[src/rtl/spi_timing_gen.sv]
// SPI timing generator: free-running sclk and display clock dividers with edge strobes,
// plus a bit/byte counter that advances on sclk rising edges while a transfer is active.
module spi_timing_gen #(
  parameter int unsigned SCLK_HALF     = 10,
  parameter int unsigned DISP_HALF     = 50000,
  parameter int unsigned BITS_PER_BYTE = 8
) (
  input  logic       clk,
  input  logic       rst_n,
  input  logic       count_en,
  output logic       sclk,
  output logic       sclk_rise,
  output logic       sclk_fall,
  output logic [2:0] bit_cnt,
  output logic [1:0] byte_cnt,
  output logic       byte_done,
  output logic       disp_clk,
  output logic       disp_tick
);

  localparam int unsigned SclkW = (SCLK_HALF > 1) ? $clog2(SCLK_HALF) : 1;
  localparam int unsigned DispW = (DISP_HALF > 1) ? $clog2(DISP_HALF) : 1;
  localparam logic [SclkW-1:0] SclkLast = SclkW'(SCLK_HALF - 1);
  localparam logic [DispW-1:0] DispLast = DispW'(DISP_HALF - 1);
  localparam logic [2:0]       BitLast  = 3'(BITS_PER_BYTE - 1);

  logic [SclkW-1:0] sclk_cnt_q;
  logic [DispW-1:0] disp_cnt_q;

  // Strobes are set in the same edge as the toggle, so they coincide with the new level.
  always_ff @(posedge clk or negedge rst_n) begin
    if (!rst_n) begin
      sclk_cnt_q <= '0;
      sclk       <= 1'b0;
      sclk_rise  <= 1'b0;
      sclk_fall  <= 1'b0;
    end else begin
      sclk_rise <= 1'b0;
      sclk_fall <= 1'b0;
      if (sclk_cnt_q == SclkLast) begin
        sclk_cnt_q <= '0;
        sclk       <= ~sclk;
        sclk_rise  <= ~sclk;
        sclk_fall  <= sclk;
      end else begin
        sclk_cnt_q <= sclk_cnt_q + SclkW'(1);
      end
    end
  end

  always_ff @(posedge clk or negedge rst_n) begin
    if (!rst_n) begin
      disp_cnt_q <= '0;
      disp_clk   <= 1'b0;
      disp_tick  <= 1'b0;
    end else begin
      disp_tick <= 1'b0;
      if (disp_cnt_q == DispLast) begin
        disp_cnt_q <= '0;
        disp_clk   <= ~disp_clk;
        disp_tick  <= ~disp_clk;
      end else begin
        disp_cnt_q <= disp_cnt_q + DispW'(1);
      end
    end
  end

  // Clearing on count_en low takes priority over an advance in the same cycle.
  always_ff @(posedge clk or negedge rst_n) begin
    if (!rst_n) begin
      bit_cnt   <= '0;
      byte_cnt  <= '0;
      byte_done <= 1'b0;
    end else if (!count_en) begin
      bit_cnt   <= '0;
      byte_cnt  <= '0;
      byte_done <= 1'b0;
    end else begin
      byte_done <= 1'b0;
      if (sclk_rise) begin
        if (bit_cnt == BitLast) begin
          bit_cnt   <= '0;
          byte_cnt  <= byte_cnt + 2'd1;
          byte_done <= 1'b1;
        end else begin
          bit_cnt <= bit_cnt + 3'd1;
        end
      end
    end
  end

endmodule

[config.mk]
export PLATFORM = sky130hd
export DESIGN_NAME = spi_timing_gen
export DESIGN_NICKNAME = d
export VERILOG_FILES = /design/src/rtl/spi_timing_gen.sv
export SDC_FILE = /design/constraint.sdc
export NUM_CORES = 1
export LEC_CHECK = 0
export ABC_AREA = 1
export CORE_ASPECT_RATIO = 1.4
export CORE_MARGIN = 5
export CORE_UTILIZATION = 60
export CTS_BUF_LIST = sky130_fd_sc_hd__clkbuf_4 sky130_fd_sc_hd__clkbuf_8
export CTS_CLUSTER_SIZE = 28
export DETAILED_ROUTE_END_ITERATION = 8
export PLACE_DENSITY = 0.94
export RECOVER_POWER = 50
export SLEW_MARGIN = 40
export SYNTH_ARGS = -nofsm -noshare
export SYNTH_HDL_FRONTEND = slang
export SYNTH_SLANG_ARGS = --single-unit
[constraint.sdc]
create_clock -name clk -period 2.1 [get_ports clk]
set_input_delay 0.42 -clock clk [delete_from_list [all_inputs] [get_ports clk]]
set_output_delay 0.42 -clock clk [all_outputs]
set_load 0.02 [all_outputs]
==> results.sh <==
export IMPL_status="finished, final reports clean"
export IMPL_synth_seq_cells=31
export IMPL_ant_nets=0
export IMPL_grt_max_degree=32
export IMPL_clkTransAtPathRegs_ps=90
export IMPL_cp_num_buf_inv=1
export IMPL_clkSinkCount=31
export IMPL_antenna_found_initial=0
export IMPL_p_leak_nw=0.9164
export IMPL_ys_async_sr_fraction_pct=100.0
export IMPL_postSynthNetCount=183
export IMPL_p_int_uw=757.0
export IMPL_post_drt_wl_per_cell_um=12.65
export IMPL_clkPwrFrac_pct=36.0
export IMPL_root_buffer="clkbuf_4"
export IMPL_num_vias=1211
export IMPL_ir_worst_vdd_mv=0.4260
export IMPL_area_sequential_um2=775.7
export IMPL_worst_path_largest_cell_delay_ps=640
export IMPL_critPathTopFamily="buffers and inverters"
export IMPL_gr_usage_all_layers_pct=20.76
export IMPL_syn_inst=177
export IMPL_die_w_um=52.10
export IMPL_initial_core_util_pct=62.27
export IMPL_cts_tree="built"
export IMPL_finalInstanceArea_um2=1724
export IMPL_maxSlewViolCount=0
export IMPL_clk_path_buf_depth=2
export IMPL_drive_above_1_share_pct=10.05
export IMPL_dieHeight_um=68.94
export IMPL_power_density_nw_per_um2=556.9
export IMPL_end_kind="primary output"
export IMPL_swShare_pct=21.17
export IMPL_min_period_over_period_pct=87.35
export IMPL_portBuffers=13
export IMPL_synthAdderAreaFrac_pct=2.521
export IMPL_crit_arrival_ps=1410
export IMPL_worstMarginPinSlew_ps=727.5
export IMPL_setup_tns_ps=0
export IMPL_critical_path_cell_chain="clkdlybuf4s50_1"
export IMPL_relSlewSlack_pct=51.50
export IMPL_drtIter0Drc=62
export IMPL_io_pins=14
export IMPL_core_area_um2=2391
export IMPL_cts_buffers=5
export IMPL_rows=21
export IMPL_grt_pass1_vias=1281
export IMPL_placed_area_um2=1669
export IMPL_multiInputGateArea_um2=600.6
export IMPL_synthDistinctLibCells=24
export IMPL_p_sw_uw=203.2
export IMPL_worstHoldPathType="register to register"
export IMPL_post_cts_buffers=0
export IMPL_wirelength_mm=2.948
export IMPL_final_nets=204
export IMPL_skew_ps=9.639
export IMPL_pre_cts_ws_ps=532.7
export IMPL_yosysWarnings=0
export IMPL_synth_compound_area_share_pct=4.034
export IMPL_ys_seq_area_share_pct=52.10
export IMPL_synth_edf_count=0
export IMPL_drt_pass1_iter_count=4
export IMPL_path_class="register to primary output"
export IMPL_slowest_stage="clkdlybuf4s50_1"
export IMPL_worstPathRequired_ps=1680
export IMPL_vias_per_cell=5.197
export IMPL_synthTopCellsByCount="nand2_1 (33), dfrtp_1 (31), nor2_1 (29)"
export IMPL_drc=0
export IMPL_cp_start_kind="register"
export IMPL_syn_area_um2=1489
export IMPL_cts_resized=0
export IMPL_yosys_mux_area_fraction_pct=0
export IMPL_synthTopCellsByArea="dfrtp_1 (52%), nand2_1 (8.3%), nor2_1 (7.3%), inv_1 (7.1%), xor2_1 (4.7%)"
export IMPL_synth_xor_area_share_pct=5.882
export IMPL_n_antenna_cell=0
export IMPL_fmax_mhz=545.2
export IMPL_synth_top_area_share_pct=52.10
export IMPL_synth_most_common_cell="nand2_1"
export IMPL_synth_top_family_by_area="simple AND/OR/NAND/NOR gates"
export IMPL_clk_latency_ps=330
export IMPL_min_period_ps=1834
export IMPL_yosysTopAreaCell="dfrtp_1"
export IMPL_n_fill_cell=160
export IMPL_setup_viol=0
export IMPL_place_congestion=0.8789
export IMPL_rsz0062_at_grt="no"
export IMPL_postSynthAreaPerCell_um2=8.412
export IMPL_hold_violations=0
export IMPL_synth_flop_cell="dfrtp_1"
export IMPL_synthSimpleGateAreaFrac_pct=27.90
export IMPL_postCtsHoldBufs=0
export IMPL_pwr_share_comb_pct=1.9
export IMPL_drv_cap=0
export IMPL_detailed_place_hpwl_mm=2.186
export IMPL_grt_overflow=0
export IMPL_seqPwrFrac_pct=62.1
export IMPL_area_growth_pct=15.80
export IMPL_fin_ws_ps=265.7
export IMPL_grt_pass1_wl_mm=5.382
export IMPL_htreeDepth=2
export IMPL_die_area_um2=3592
export IMPL_cp_max_fo=6
cells by family after synthesis:
family / count (synthesis)
AO/OA/AOI/OAI: 11
flip-flops: 31
adder cells (fa/ha/maj): 3
XOR/XNOR: 10
AND/OR/NAND/NOR: 92
buffers and inverters: 30
placed cells by master (no fill, tap or decap), types with 3 or more instances in the layout:
cell type / count
a21oi_1: 4
clkbuf_4: 7
clkdlybuf4s50_1: 12
dfrtp_1: 31
ha_1: 3
inv_1: 28
nand2_1: 33
nand2_2: 3
nand3_1: 12
nand4_1: 4
nor2_1: 29
nor3_1: 3
o21ai_0: 3
xor2_1: 8
routing by layer:
| metal | routed length, um | global-route usage, % | vias to the layer above |
|---|---|---|---|
| li1 | - | - | 589 |
| met1 | 1094 | 21.93 | 562 |
| met2 | 1576 | 35.38 | 39 |
| met3 | 128 | 6.022 | 21 |
| met4 | 150 | 14.10 | 0 |
| met5 | 0 | 0 | - |
path summary, 6_finish.rpt:
kind	from	end	slack (ps)	cells past startpoint
setup / recovery	sclk_rise	sclk_rise	270	1
hold / removal	sclk	sclk_rise	440	1
setup reg to reg	disp_cnt_q[0]	disp_cnt_q[3]	630	6
hold reg to reg	sclk	sclk_rise	440	1
max in group asynchronous	rst_n	sclk	970	2
min in group asynchronous	rst_n	byte_done	670	2
registers in the layout, indices dropped and copies added, names as in the netlist:
name	cells
sclk_fall	1
disp_clk	1
bit_cnt	3
sclk	1
byte_cnt	2
disp_tick	1
disp_cnt_q	16
sclk_rise	1
sclk_cnt_q	4
byte_done	1
power groups by stage:
stage / combinational (mW) / clock, mW / sequential (mW)
6_report: 0.0185 / 0.345 / 0.596
5_1_grt: 0.0220 / 0.395 / 0.597
4_1_cts: 0.0205 / 0.360 / 0.596
3_5_place_dp: 0.0202 / 0 / 0.608
3_3_place_gp: 0.0194 / 0 / 0.608
2_1_floorplan: 0.00245 / 0 / 0.608
metrics by stage:
stage	total power [mW]	util (%)	hold slack, ps	std cells
after floorplan	0.6109	-	124.4	177
after global placement	0.6277	69.81	439.8	225
after detailed placement	0.6284	69.81	441.5	225
after CTS	0.9772	72.21	453.1	233
after global routing	1.014	72.11	466.1	233
final	0.9602	72.11	437.9	233
final cells by class:
cell class,count,area share (%)
sequential,31,44.99
multi-input combinational,116,34.83
timing repair buffer,14,7.837
inverter,30,6.531
clock buffer,7,3.048
tap,34,2.467
clock inverter,1,0.2903
Note: power is estimated with default switching activity, not from simulation.
